[config.mk]
export PLATFORM = sky130hd
export DESIGN_NAME = isp_yuv444to422_flat
export DESIGN_NICKNAME = d
export VERILOG_FILES = /design/src/rtl/isp_yuv444to422_if.sv /design/src/rtl/isp_yuv444to422.sv /design/src/flat_wrapper.sv
export SDC_FILE = /design/constraint.sdc
export NUM_CORES = 1
export LEC_CHECK = 0
export ABC_AREA = 1
export BUFFER_PORTS_ARGS = -buffer_cell sky130_fd_sc_hd__buf_2
export CAP_MARGIN = 20
export CORE_ASPECT_RATIO = 1.5
export CORE_UTILIZATION = 36
export CTS_CLUSTER_DIAMETER = 60
export DETAILED_ROUTE_END_ITERATION = 16
export PLACE_DENSITY = 0.6
export RECOVER_POWER = 100
export SLEW_MARGIN = 20
export SYNTH_ARGS = -nofsm -noshare
export SYNTH_HDL_FRONTEND = slang
export SYNTH_SLANG_ARGS = --single-unit
[constraint.sdc]
create_clock -name pclk -period 1.5 [get_ports pclk]
set_input_delay 0 -clock pclk [delete_from_list [all_inputs] [get_ports pclk]]
set_output_delay 0 -clock pclk [all_outputs]
set_load 0.02 [all_outputs]
[src/rtl/isp_yuv444to422_if.sv]
// rtl/isp_yuv444to422_if.sv - pixel bus between the gamma stage, the 444->422 converter and the formatter
// slave: converter side (takes YUV444, drives YUV422); master: upstream/downstream side.
interface isp_yuv444to422_if #(
  parameter int BITS = 8
);
  logic            in_href;
  logic            in_vsync;
  logic [BITS-1:0] in_y;
  logic [BITS-1:0] in_u;
  logic [BITS-1:0] in_v;
  logic            out_href;
  logic            out_vsync;
  logic [BITS-1:0] out_y;
  logic [BITS-1:0] out_c;
  logic            out_c_sel;

  modport slave (
    input  in_href, in_vsync, in_y, in_u, in_v,
    output out_href, out_vsync, out_y, out_c, out_c_sel
  );

  modport master (
    output in_href, in_vsync, in_y, in_u, in_v,
    input  out_href, out_vsync, out_y, out_c, out_c_sel
  );
endinterface

[src/rtl/isp_yuv444to422.sv]
// rtl/isp_yuv444to422.sv - YUV444 to YUV422 chroma subsampler, two-stage pipeline
// Each even/odd pixel pair shares one U and one V (pair average or decimation).
module isp_yuv444to422 #(
  parameter int BITS   = 8,
  parameter int WIDTH  = 1280,
  parameter int HEIGHT = 960,
  parameter bit AVG_EN = 1'b1
) (
  input  logic                     pclk,
  input  logic                     rst,
  isp_yuv444to422_if.slave         bus
);

  // Frame geometry is informational only and has no effect on the datapath.
  if (WIDTH < 2 || HEIGHT < 1) begin : g_geometry_degenerate
  end

  typedef enum logic {
    PH_EVEN = 1'b0,
    PH_ODD  = 1'b1
  } phase_e;

  function automatic logic [BITS-1:0] avg2(input logic [BITS-1:0] a, input logic [BITS-1:0] b);
    logic [BITS:0] sum;
    sum = {1'b0, a} + {1'b0, b} + {{BITS{1'b0}}, 1'b1};
    return sum[BITS:1];
  endfunction

  phase_e phase_q, phase_d;
  logic   pix_odd;
  logic   pair_close;

  logic            s1_href_q,  s1_href_d;
  logic            s1_vsync_q, s1_vsync_d;
  logic            s1_odd_q,   s1_odd_d;
  logic [BITS-1:0] s1_y_q,     s1_y_d;
  logic [BITS-1:0] s1_u_q,     s1_u_d;
  logic [BITS-1:0] s1_v_q,     s1_v_d;

  logic [BITS-1:0] v_hold_q,   v_hold_d;
  logic [BITS-1:0] u_pair;
  logic [BITS-1:0] v_pair;

  logic            out_href_q,  out_href_d;
  logic            out_vsync_q, out_vsync_d;
  logic [BITS-1:0] out_y_q,     out_y_d;
  logic [BITS-1:0] out_c_q,     out_c_d;
  logic            out_c_sel_q, out_c_sel_d;

  // Phase FSM: state register
  always_ff @(posedge pclk) begin
    if (rst) begin
      phase_q <= PH_EVEN;
    end else begin
      phase_q <= phase_d;
    end
  end

  // Phase FSM: next state; any cycle without href restarts the line at EVEN
  always_comb begin
    phase_d = PH_EVEN;
    if (bus.in_href) begin
      phase_d = (phase_q == PH_EVEN) ? PH_ODD : PH_EVEN;
    end
  end

  // Phase FSM: outputs. pair_close marks the odd pixel completing the pair held in stage1.
  always_comb begin
    pix_odd    = 1'b0;
    pair_close = 1'b0;
    if (bus.in_href && (phase_q == PH_ODD)) begin
      pix_odd    = 1'b1;
      pair_close = s1_href_q && !s1_odd_q;
    end
  end

  always_comb begin
    s1_href_d  = bus.in_href;
    s1_vsync_d = bus.in_vsync;
    s1_odd_d   = pix_odd;
    s1_y_d     = bus.in_y;
    s1_u_d     = bus.in_u;
    s1_v_d     = bus.in_v;
  end

  // Chroma for the pair is formed from the even pixel in stage1 and the odd pixel at the input.
  always_comb begin
    u_pair = AVG_EN ? avg2(s1_u_q, bus.in_u) : s1_u_q;
    v_pair = AVG_EN ? avg2(s1_v_q, bus.in_v) : bus.in_v;
    v_hold_d = v_hold_q;
    if (pair_close) begin
      v_hold_d = v_pair;
    end
  end

  always_comb begin
    out_href_d  = s1_href_q;
    out_vsync_d = s1_vsync_q;
    out_y_d     = '0;
    out_c_d     = '0;
    out_c_sel_d = 1'b0;
    if (s1_href_q) begin
      out_y_d = s1_y_q;
      if (s1_odd_q) begin
        out_c_d     = v_hold_q;
        out_c_sel_d = 1'b1;
      end else begin
        // An even pixel without a partner carries its own U; its V is dropped.
        out_c_d     = pair_close ? u_pair : s1_u_q;
        out_c_sel_d = 1'b0;
      end
    end
  end

  always_ff @(posedge pclk) begin
    if (rst) begin
      s1_href_q   <= 1'b0;
      s1_vsync_q  <= 1'b0;
      s1_odd_q    <= 1'b0;
      s1_y_q      <= '0;
      s1_u_q      <= '0;
      s1_v_q      <= '0;
      v_hold_q    <= '0;
      out_href_q  <= 1'b0;
      out_vsync_q <= 1'b0;
      out_y_q     <= '0;
      out_c_q     <= '0;
      out_c_sel_q <= 1'b0;
    end else begin
      s1_href_q   <= s1_href_d;
      s1_vsync_q  <= s1_vsync_d;
      s1_odd_q    <= s1_odd_d;
      s1_y_q      <= s1_y_d;
      s1_u_q      <= s1_u_d;
      s1_v_q      <= s1_v_d;
      v_hold_q    <= v_hold_d;
      out_href_q  <= out_href_d;
      out_vsync_q <= out_vsync_d;
      out_y_q     <= out_y_d;
      out_c_q     <= out_c_d;
      out_c_sel_q <= out_c_sel_d;
    end
  end

  assign bus.out_href  = out_href_q;
  assign bus.out_vsync = out_vsync_q;
  assign bus.out_y     = out_y_q;
  assign bus.out_c     = out_c_q;
  assign bus.out_c_sel = out_c_sel_q;

endmodule

[src/flat_wrapper.sv]
// flat-port wrapper written by rule: the top's interface ports become plain ports
module isp_yuv444to422_flat 
#(
  parameter int BITS   = 8,
  parameter int WIDTH  = 1280,
  parameter int HEIGHT = 960,
  parameter bit AVG_EN = 1'b1
)
  (pclk, rst, bus_in_href, bus_in_vsync, bus_in_y, bus_in_u, bus_in_v, bus_out_href, bus_out_vsync, bus_out_y, bus_out_c, bus_out_c_sel);
  isp_yuv444to422_if #(.BITS(BITS)) bus_i ();
  input  logic pclk;
  input  logic rst;
  input wire logic [$bits(bus_i.in_href)-1:0] bus_in_href;
  input wire logic [$bits(bus_i.in_vsync)-1:0] bus_in_vsync;
  input wire logic [$bits(bus_i.in_y)-1:0] bus_in_y;
  input wire logic [$bits(bus_i.in_u)-1:0] bus_in_u;
  input wire logic [$bits(bus_i.in_v)-1:0] bus_in_v;
  output wire logic [$bits(bus_i.out_href)-1:0] bus_out_href;
  output wire logic [$bits(bus_i.out_vsync)-1:0] bus_out_vsync;
  output wire logic [$bits(bus_i.out_y)-1:0] bus_out_y;
  output wire logic [$bits(bus_i.out_c)-1:0] bus_out_c;
  output wire logic [$bits(bus_i.out_c_sel)-1:0] bus_out_c_sel;
  assign bus_i.in_href = bus_in_href;
  assign bus_i.in_vsync = bus_in_vsync;
  assign bus_i.in_y = bus_in_y;
  assign bus_i.in_u = bus_in_u;
  assign bus_i.in_v = bus_in_v;
  assign bus_out_href = bus_i.out_href;
  assign bus_out_vsync = bus_i.out_vsync;
  assign bus_out_y = bus_i.out_y;
  assign bus_out_c = bus_i.out_c;
  assign bus_out_c_sel = bus_i.out_c_sel;
  isp_yuv444to422 #(.BITS(BITS), .WIDTH(WIDTH), .HEIGHT(HEIGHT), .AVG_EN(AVG_EN)) u_core (.pclk(pclk), .rst(rst), .bus(bus_i));
endmodule
==> run metrics, run 1 <==
die span in x=69.8 µm; Worst Tran Pin Value=0.811 ns; ANT cells=0; data arrival time of the worst path=1.70 ns; max-cap viol count=0; register bit total from synthesis=55; Syn. warnings=0; Total Die Area=0.00724 mm²; Avg Inst Size Synth=7.39 µm²; capturing element of the worst setup path=u_core.bus.out_c[5]; starting utilization of the core area=37.7%; deepest clock path buffer count=2; summed instance area of the synthesized netlist=0.00248 mm²; count of clock tree sinks=55; number of CTS-inserted buffers=5; gate count of the mapped netlist=336; area taken by multi-input logic gates=0.00114 mm²; CP cell instances=dlygate4sd3_1 > buf_2 > inv_1 > fa_2 > inv_1 > nand2_1 > nand2_1 > nand3b_1 > nand3_1 > nand3_1 > nand2_1 > nand2_1; cell types with the highest counts after synthesis=sky130_fd_sc_hd__inv_1 (72), sky130_fd_sc_hd__nand2_1 (69), sky130_fd_sc_hd__dfxtp_1 (55); count of distinct cell types in the synthesized netlist=30; Placed Instance Area=0.00279 mm²; crit-path max cell delay=0.52 ns; drc violations=0; startpoint kind of the worst setup timing path=primary input; peak ir drop on the vdd network=0.482 mV; biggest area consumer among synthesized cells=sky130_fd_sc_hd__dfxtp_1; drt total wl=5.08 mm; Global Route Usage Sum=14.7%; CTS root buffer=sky130_fd_sc_hd__clkbuf_8; reg2reg setup slack=0.005 ns; share of layout cells above drive strength 1=17.3%; wire length per cell after detailed routing=10.3 µm; CTS tree=yes; top cells by area, synth=sky130_fd_sc_hd__dfxtp_1 (44%), sky130_fd_sc_hd__inv_1 (11%), sky130_fd_sc_hd__nand2_1 (10%), sky130_fd_sc_hd__nor2_1 (8.0%), sky130_fd_sc_hd__ha_1 (7.1%); routability congestion estimate=0.801; power density normalized to cell area=937 mW/mm²; number of antenna violations at the first check in global routing=0; count of flip-flops with a built-in enable after synthesis=0; clock period minus worst slack=1.49 ns; cell with the most instances after synthesis=sky130_fd_sc_hd__inv_1; floorplan die height=104 µm; Reg clk slew, reported paths=0.10 ns; launch point of the worst path=bus_in_u[1]; final non-filler cell area=0.00325 mm²; capturing point of the worst reg2reg path=u_core.bus.out_c[5]; proportion of synthesized chip area in sequential cells=44.4%; largest net degree at the start of global routing=36; number of endpoints failing setup at the final stage=0; CP max FO=2; P_leak=1.64 nW; number of I/O pins=47; final net count=458; worst slew margin relative to its limit=46.0%; period utilisation layout=99.6%; number of hold violations in the final report=0; clock latency on the worst-skew pair=0.30 ns; status=completed; number of global-route vias before repair=2,024; CORE AREA=0.00658 mm²; drt pass-1 iters=4; wire length of the first global-routing pass=8.62 mm; number of buffers inserted by port buffering=46; Worst Setup End Kind=register; setup repair after global routing missed its margin=true; CP most frequent cell=sky130_fd_sc_hd__nand2_1; Mapped Nets=380; number of filler cells placed in the layout=680; depth of the CTS H-tree=2; area fraction of the dominant cell type after synthesis=44.4%; top_reg_cell synth=sky130_fd_sc_hd__dfxtp_1; post-route antenna net violation count=0; cell count of the worst reg-to-reg path=12; FF+latch area=0.00110 mm²; Post-DP HPWL=3.51 mm; Iteration-0 DRC Markers=62; crit path kind=in2reg; Sum Neg Setup Slack=0 ns; vias post-DR=2,132; Critical Path Slowest Stage Cell=sky130_fd_sc_hd__dlygate4sd3_1; total number of placement rows=36; routed via count divided by cell count=4.34; gr ovfl total=0; async set-reset flop share out of synthesis=0%; maximum achievable frequency=669 MHz; FF-to-FF Start=u_core.s1_u_q[0]; Area growth syn-to-layout=30.9%; classification of the worst-slack hold path=in2reg; required time of the critical path=1.71 ns; max-slew violation count=0; Max Clock Skew=0.00289 ns
-- worst min-delay path by stage --
| stage | depth (start not counted) | end | from | slack (ns) |
|---|---|---|---|---|
| global route | 6 | u_core.v_hold_q[0] | bus_in_v[0] | 0.41 |
| global placement | 3 | u_core.s1_y_q[7] | bus_in_y[7] | 0.20 |
| CTS | 6 | u_core.v_hold_q[0] | bus_in_v[0] | 0.24 |
| finish | 6 | u_core.v_hold_q[0] | bus_in_v[0] | 0.31 |
| detailed placement | 3 | u_core.out_vsync_d | bus_in_vsync | 0.21 |
| floorplan | 2 | u_core.out_vsync_d | bus_in_vsync | 0.11 |
-- metal layers --
metal	track usage, %	vias up	routed length [µm]
met5	0	-	0
met3	2.63	4	108
met2	28.7	20	2780
li1	-	1159	-
met4	5.00	0	70
met1	15.3	949	2120
-- power breakdown --
| group | leakage (nW) | internal (W) | switching (W) | total (W) |
|---|---|---|---|---|
| registers | 0.452 | 0.00151 | 0.0000235 | 0.00154 |
| clock network | 0.0618 | 0.000550 | 0.000483 | 0.00103 |
| logic | 1.12 | 0.000217 | 0.000261 | 0.000478 |
-- through the flow --
step | utilization, % | hold WS (ns) | power [W] | setup slack (ns) | cells
after floorplan | - | 0.107 | 0.00185 | 0.0623 | 336
after global placement | 42.4 | 0.201 | 0.00195 | 0.00344 | 455
after detailed placement | 42.4 | 0.207 | 0.00196 | -0.0169 | 455
after CTS | 48.4 | 0.245 | 0.00305 | 0.0155 | 490
after global routing | 49.4 | 0.409 | 0.00323 | -0.114 | 491
final | 49.4 | 0.310 | 0.00305 | 0.00546 | 491
-- cell usage in the layout (no fill, tap or decap), drive strengths merged, types with 3 or more instances in the layout --
master / Yosys / layout
a21oi: 18 / 18
inv: 76 / 77
nor2: 54 / 54
nand2: 71 / 71
nand3: 16 / 16
buf: 6 / 27
clkbuf: 0 / 29
nand4: 3 / 3
dlygate4sd3: 0 / 27
dfxtp: 55 / 55
o21ai: 10 / 10
xor2: 3 / 3
ha: 14 / 14
-- layout make-up --
cell class                 instances  share of cell area [%]
sequential                        55                    33.9
clock inverter                     2                    1.19
inverter                          76                    8.93
clock buffer                       6                    2.54
multi-input combinational        199                    35.1
tap                               76                    2.93
timing repair buffer              77                    15.4
-- cell families (layout without fill, tap and decap cells) --
kind of cell / Yosys count / in the layout / share of synthesized area (%)
xor gates and xnor gates: 5 / 5 / 1.76
and+or+nand+nor: 148 / 148 / 25.0
adders and majority gates: 16 / 16 / 8.67
buffers and inverters: 82 / 161 / 13.4
DFF: 55 / 55 / 44.4
AOI/OAI and AO/OA: 30 / 30 / 6.86
-- worst max-delay path: cells and delay by family --
| family | cells | cell delay, ns |
|---|---|---|
| and+or+nand+nor | 7 | 0.51 |
| adders and majority gates | 1 | 0.39 |
| buffers and inverters | 4 | 0.79 |
-- timing repair --
action | CTS | global route
gates resized for setup | 1 | 27
setup buffers | 0 | 2
setup endpoints to repair | 3 | 12
hold buffers | 27 | 0
pin swaps | 0 | 14
endpoints found under the hold margin | 30 | 0
-- sequential cells by signal (all words and copies together), names as in the netlist, 8 cells and up --
register	count
u_core.bus.out_y	8
u_core.v_hold_q	8
u_core.s1_u_q	8
u_core.s1_v_q	8
u_core.s1_y_q	8
u_core.bus.out_c	8
No activity file was read; power rests on OpenSTA's default activity.
==> run 2: changes to the inputs <==
- CORE_ASPECT_RATIO: 1.5 -> 0.7
- CTS_BUF_LIST: unset -> sky130_fd_sc_hd__clkbuf_4 sky130_fd_sc_hd__clkbuf_8 sky130_fd_sc_hd__clkbuf_16
- MAX_ROUTING_LAYER: unset -> met4
==> run metrics, run 2 (synthesis results as in run 1) <==
capturing element of the worst setup path=u_core.bus.out_c[3] (was u_core.bus.out_c[5]); worst slew margin relative to its limit=48.6% (was 46.0%); gr ovfl total=0 (unchanged); required time of the critical path=1.70 ns (was 1.71 ns); classification of the worst-slack hold path=in2reg (unchanged); global-route layer with the greatest usage=met2 (unchanged); cell count of the worst reg-to-reg path=11 (was 12); crit path kind=reg2reg (was in2reg); share of layout cells above drive strength 1=16.5% (was 17.3%); Worst Setup End Kind=register (unchanged); Worst Tran Pin Value=0.771 ns (was 0.811 ns); drt total wl=5.01 mm (was 5.08 mm); floorplan die height=71.5 µm (was 104 µm); number of antenna violations at the first check in global routing=0 (unchanged); drc violations=0 (unchanged); clock period minus worst slack=1.47 ns (was 1.49 ns); Post-DP HPWL=3.45 mm (was 3.51 mm); most frequent cells in the layout=sky130_fd_sc_hd__inv_1 (69), sky130_fd_sc_hd__nand2_1 (67), sky130_fd_sc_hd__dfxtp_1 (54) (was sky130_fd_sc_hd__inv_1 (70), sky130_fd_sc_hd__nand2_1 (64), sky130_fd_sc_hd__nor2_1 (53), sky130_fd_sc_hd__dfxtp_1 (53), sky130_fd_sc_hd__dlygate4sd3_1 (27)); deepest clock path buffer count=2 (unchanged); P_leak=1.61 nW (was 1.64 nW); number of hold violations in the final report=0 (unchanged); fraction of the core area covered by cells at the end of the flow=50.1% (was 49.4%); number of I/O pins=47 (unchanged); data arrival time of the worst path=1.68 ns (was 1.70 ns); setup repair after global routing missed its margin=true (unchanged); Total Die Area=0.00724 mm² (about the same); max-slew violation count=0 (unchanged); Global Route Usage Sum=14.9% (was 14.7%); CTS root buffer=sky130_fd_sc_hd__clkbuf_8 (unchanged); max-cap viol count=0 (unchanged); power density normalized to cell area=882 mW/mm² (was 937 mW/mm²); drt pass-1 iters=4 (unchanged); wire length per cell after detailed routing=9.95 µm (was 10.3 µm); Iteration-0 DRC Markers=64 (was 62); maximum achievable frequency=679 MHz (was 669 MHz); startpoint kind of the worst setup timing path=register (was primary input); die span in x=101 µm (was 69.8 µm); Max Clock Skew=0.00449 ns (was 0.00289 ns); wire length of the first global-routing pass=8.20 mm (was 8.62 mm); CTS tree=yes (unchanged); total number of placement rows=24 (was 36); number of global-route vias before repair=1,899 (was 2,024); placement-stage worst setup slack=-0.0609 ns (was -0.0169 ns); number of endpoints failing setup at the final stage=0 (unchanged); launch point of the worst path=u_core.s1_u_q[0] (was bus_in_u[1]); depth of the CTS H-tree=2 (unchanged); routed via count divided by cell count=4.23 (was 4.34); most common cell after layout, fill and taps aside=sky130_fd_sc_hd__inv_1 (unchanged); CORE AREA=0.00643 mm² (was 0.00658 mm²); peak ir drop on the vdd network=0.396 mV (was 0.482 mV); capturing point of the worst reg2reg path=u_core.bus.out_c[3] (was u_core.bus.out_c[5]); routability congestion estimate=0.857 (was 0.801); number of CTS-inserted buffers=5 (unchanged); FF-to-FF Start=u_core.s1_u_q[0] (unchanged); count of clock tree sinks=55 (unchanged); met3 Resource Use GR=3.22% (was 2.63%); PnR worst setup slack=0.0263 ns (was 0.00546 ns); clock latency on the worst-skew pair=0.30 ns (about the same); vias post-DR=2,132 (unchanged); starting utilization of the core area=38.6% (was 37.7%); number of buffers inserted by port buffering=46 (unchanged); period utilisation layout=98.2% (was 99.6%); ANT cells=0 (unchanged); largest net degree at the start of global routing=36 (unchanged); CP max FO=2 (unchanged); final net count=456 (was 458); reg2reg setup slack=0.03 ns (was 0.005 ns); met1 layer usage reported by global route=20.1% (was 15.3%); Reg clk slew, reported paths=0.10 ns (about the same); status=completed (unchanged); Area growth syn-to-layout=29.6% (was 30.9%); global routing usage on met2=22.6% (was 28.7%); post-route antenna net violation count=0 (unchanged)
## run 2: cell count changes in the layout (fill, tap and decap cells not counted), moves of 2 or more
cell | previous run | this run
sky130_fd_sc_hd__nand2_2 | 7 | 4
sky130_fd_sc_hd__nand3_1 | 11 | 13
sky130_fd_sc_hd__nand2_1 | 64 | 67
sky130_fd_sc_hd__clkbuf_1 | 22 | 20
sky130_fd_sc_hd__clkinv_4 | 0 | 2
sky130_fd_sc_hd__nand3_2 | 5 | 3
sky130_fd_sc_hd__buf_4 | 3 | 1
## run 2: metrics by stage
stage | setup TNS [ns] | hold slack [ns] | power, W | cells | cell area (µm²)
detailed placement | -0.0720 | 0.208 | 0.00196 | 469 | 2800
CTS | 0 | 0.262 | 0.00285 | 504 | 3170
finish | 0 | 0.328 | 0.00284 | 504 | 3220
global route | -0.380 | 0.385 | 0.00301 | 504 | 3220
global placement | 0 | 0.203 | 0.00195 | 469 | 2800
floorplan | 0 | 0.107 | 0.00185 | 336 | 2480
## run 2: how the worst min path moves through the flow
stage / cells after the start / slack, ns / end / start
floorplan: 2 / 0.11 / u_core.out_vsync_d / bus_in_vsync
global placement: 3 / 0.20 / u_core.s1_y_q[2] / bus_in_y[2]
detailed placement: 3 / 0.21 / u_core.s1_y_q[2] / bus_in_y[2]
CTS: 6 / 0.26 / u_core.v_hold_q[0] / bus_in_v[0]
global route: 7 / 0.38 / u_core.bus.out_c[2] / bus_in_u[2]
finish: 6 / 0.33 / u_core.v_hold_q[0] / bus_in_v[0]
## run 2: where the power goes
part / internal (W) / switching (W)
Clock: 0.000335 / 0.000492
Sequential: 0.00151 / 0.0000239
Combinational: 0.000218 / 0.000257
## run 2: cell type report
type                       count  area, µm²
inverter                      76        290
fill                         684       3210
clock buffer                   5       68.8
multi-input combinational    199       1130
clock inverter                 3       25.0
tap                           91        114
sequential                    55       1100
timing repair buffer          75        490
## run 2: repair_timing
action / 4_1_cts / 5_1_grt
hold endpoints to repair: 29 / 0
setup endpoints to repair: 3 / 13
buffers inserted: 0 / 1
pin swaps: 0 / 6
hold buffers: 27 / 0
gates resized for setup: 2 / 22
## run 2: worst max-delay path: stages (launching register included)
cell and delay (ns):
sky130_fd_sc_hd__dfxtp_2 0.34, sky130_fd_sc_hd__inv_2 0.04, sky130_fd_sc_hd__nand2_2 0.06, sky130_fd_sc_hd__inv_2 0.04, sky130_fd_sc_hd__fa_2 0.36, sky130_fd_sc_hd__inv_2 0.05, sky130_fd_sc_hd__nand2_1 0.04, sky130_fd_sc_hd__nand2_1 0.07
sky130_fd_sc_hd__nand2_1 0.06, sky130_fd_sc_hd__xnor2_1 0.12, sky130_fd_sc_hd__o21ai_1 0.12, sky130_fd_sc_hd__nand2_1 0.07
## run 2: per-layer routing
layer / part of all wire (%) / vias up
met2: 42 / 43
met1: 52 / 929
li1: - / 1154
met4: 0.76 / 0
met3: 4.7 / 6
met5: 0 / -
==> run 3: changes to the inputs <==
- MAX_ROUTING_LAYER: met4 -> unset
==> run metrics, run 3 (synthesis results as in run 1) <==
status=completed (unchanged); number of I/O pins=47 (unchanged); Area growth syn-to-layout=29.6% (unchanged); max-cap viol count=0 (unchanged); CTS root buffer=sky130_fd_sc_hd__clkbuf_8 (unchanged); gr ovfl total=0 (unchanged); peak ir drop on the vdd network=0.396 mV (about the same); Iteration-0 DRC Markers=61 (was 64); CP cell instances=inv_2 > nand2_2 > inv_2 > fa_2 > inv_2 > nand2_1 > nand2_1 > nand2_1 > xnor2_1 > o21ai_1 > nand2_1 (unchanged); CORE AREA=0.00643 mm² (unchanged); FF+latch area=0.00110 mm² (unchanged); area taken by multi-input logic gates=0.00113 mm² (unchanged); classification of the worst-slack hold path=in2reg (unchanged); number of endpoints failing setup at the final stage=0 (unchanged); drt pass-1 iters=4 (unchanged); clock latency on the worst-skew pair=0.30 ns (about the same); number of CTS-inserted buffers=5 (unchanged); switching part of the total=27.2% (about the same); largest net degree at the start of global routing=36 (unchanged); number of filler cells placed in the layout=684 (unchanged); deepest clock path buffer count=2 (unchanged); crit-path max cell delay=0.36 ns (about the same); clock period minus worst slack=1.47 ns (unchanged); CP max FO=2 (unchanged); worst slew margin relative to its limit=48.6% (about the same); share of layout cells above drive strength 1=16.5% (unchanged); post-route antenna net violation count=0 (unchanged); ANT cells=0 (unchanged); Global Route Usage Sum=14.4% (was 14.9%); highest layer used for signal routing=met4 (unchanged); internal power contribution=0.00207 W (unchanged); Worst Tran Pin Value=0.771 ns (about the same); maximum achievable frequency=679 MHz (unchanged); fraction of the core area covered by cells at the end of the flow=50.1% (unchanged); final non-filler cell area=0.00322 mm² (unchanged); period utilisation layout=98.2% (unchanged); crit path kind=reg2reg (unchanged); Critical Path Slowest Stage Cell=sky130_fd_sc_hd__fa_2 (unchanged); P_leak=1.61 nW (unchanged); total number of placement rows=24 (unchanged); data arrival time of the worst path=1.67 ns (was 1.68 ns); max-slew violation count=0 (unchanged); Max Clock Skew=0.00448 ns (was 0.00449 ns); number of antenna violations at the first check in global routing=0 (unchanged); wire length on met2=2.13 mm (unchanged); met3 routed wirelength=237 µm (unchanged); Worst Setup End Kind=register (unchanged); Total Die Area=0.00724 mm² (unchanged); number of global-route vias before repair=1,899 (unchanged); startpoint kind of the worst setup timing path=register (unchanged); count of clock tree sinks=55 (unchanged); number of hold violations in the final report=0 (unchanged); sequential share of power=54.2% (was 54.1%); routed via count divided by cell count=4.23 (unchanged); number of buffers inserted by port buffering=46 (unchanged); routability congestion estimate=0.844 (was 0.857); setup repair after global routing missed its margin=true (unchanged); depth of the CTS H-tree=2 (unchanged); Placed Instance Area=0.00280 mm² (unchanged); drc violations=0 (unchanged); die span in x=101 µm (unchanged); final net count=456 (unchanged); most frequent cells in the layout=sky130_fd_sc_hd__inv_1 (69), sky130_fd_sc_hd__nand2_1 (67), sky130_fd_sc_hd__dfxtp_1 (54) (unchanged); vias post-DR=2,132 (unchanged); CTS tree=yes (unchanged); switching component of the power=0.000773 W (about the same); required time of the critical path=1.70 ns (about the same); CP most frequent cell=sky130_fd_sc_hd__nand2_1 (unchanged); wire length per cell after detailed routing=9.95 µm (about the same); Reg clk slew, reported paths=0.10 ns (about the same); wire length of the first global-routing pass=8.20 mm (about the same); part of the power in combinational logic=16.7% (about the same); most common cell after layout, fill and taps aside=sky130_fd_sc_hd__inv_1 (unchanged); drt total wl=5.02 mm (was 5.01 mm); wl on met1=2.61 mm (unchanged); power density normalized to cell area=882 mW/mm² (about the same); floorplan die height=71.5 µm (unchanged); share of power burned in the clock network=29.1% (about the same); starting utilization of the core area=38.6% (unchanged); Post-DP HPWL=3.45 mm (unchanged)
-- run 3: cell counts in the layout (fill, tap and decap cells not counted) --
Identical to the previous run, type by type.
-- run 3: repair_timing --
item                       in CTS  in global routing
setup endpoints to repair       3                 13
gates resized for setup         2                 22
hold buffers                   27                  0
pin swaps                       0                  6
hold endpoints to repair       29                  0
setup buffers                   0                  1
-- run 3: final timing paths --
kind / start / cells after the start / to / slack (ns)
max: u_core.s1_u_q[0] / 11 / u_core.bus.out_c[3] / 0.03
min: bus_in_v[0] / 6 / u_core.v_hold_q[0] / 0.33
max reg2reg: u_core.s1_u_q[0] / 11 / u_core.bus.out_c[3] / 0.03
min reg2reg: u_core.out_vsync_d / 2 / u_core.bus.out_vsync / 0.41
-- run 3: worst max-delay path, delay by kind of cell, from the launching register on --
family | cells | cell delay, ns
compound gates | 1 | 0.12
fa+ha+maj | 1 | 0.36
flops | 1 | 0.34
simple gates | 5 | 0.30
xor+xnor | 1 | 0.12
buf+inv | 3 | 0.13
-- run 3: metrics by stage --
stage / hold slack, ns / setup slack [ns] / instances / setup TNS, ns / power, W
final: 0.328 / 0.0263 / 504 / 0 / 0.00284
after global routing: 0.385 / -0.0955 / 504 / -0.380 / 0.00301
after CTS: 0.262 / 0.0120 / 504 / 0 / 0.00285
after detailed placement: 0.208 / -0.0609 / 469 / -0.0720 / 0.00196
after global placement: 0.203 / 0.0113 / 469 / 0 / 0.00195
after floorplan: 0.107 / 0.0623 / 336 / 0 / 0.00185
-- run 3: layer usage --
layer / vias up / GRT usage (%)
li1: 1154 / -
met3: 6 / 3.22
met1: 929 / 20.1
met5: - / 0
met4: 0 / 3.86
met2: 43 / 22.6
-- run 3: cell type report --
class                   instances  area share, %
multi-input cells             199           35.0
flip-flops and latches         55           34.3
repair buffers                 75           15.2
inverters                      76           9.02
well taps                      91           3.54
clock buffers                   5           2.14
clock inverters                 3          0.778
-- run 3: power groups by stage --
stage	Clock, W	Combinational, W	Sequential [W]
after floorplan	0	0.000269	0.00158
after global placement	0	0.000386	0.00157
after detailed placement	0	0.000392	0.00157
after CTS	0.000870	0.000449	0.00153
after global routing	0.000924	0.000544	0.00154
final	0.000826	0.000475	0.00154
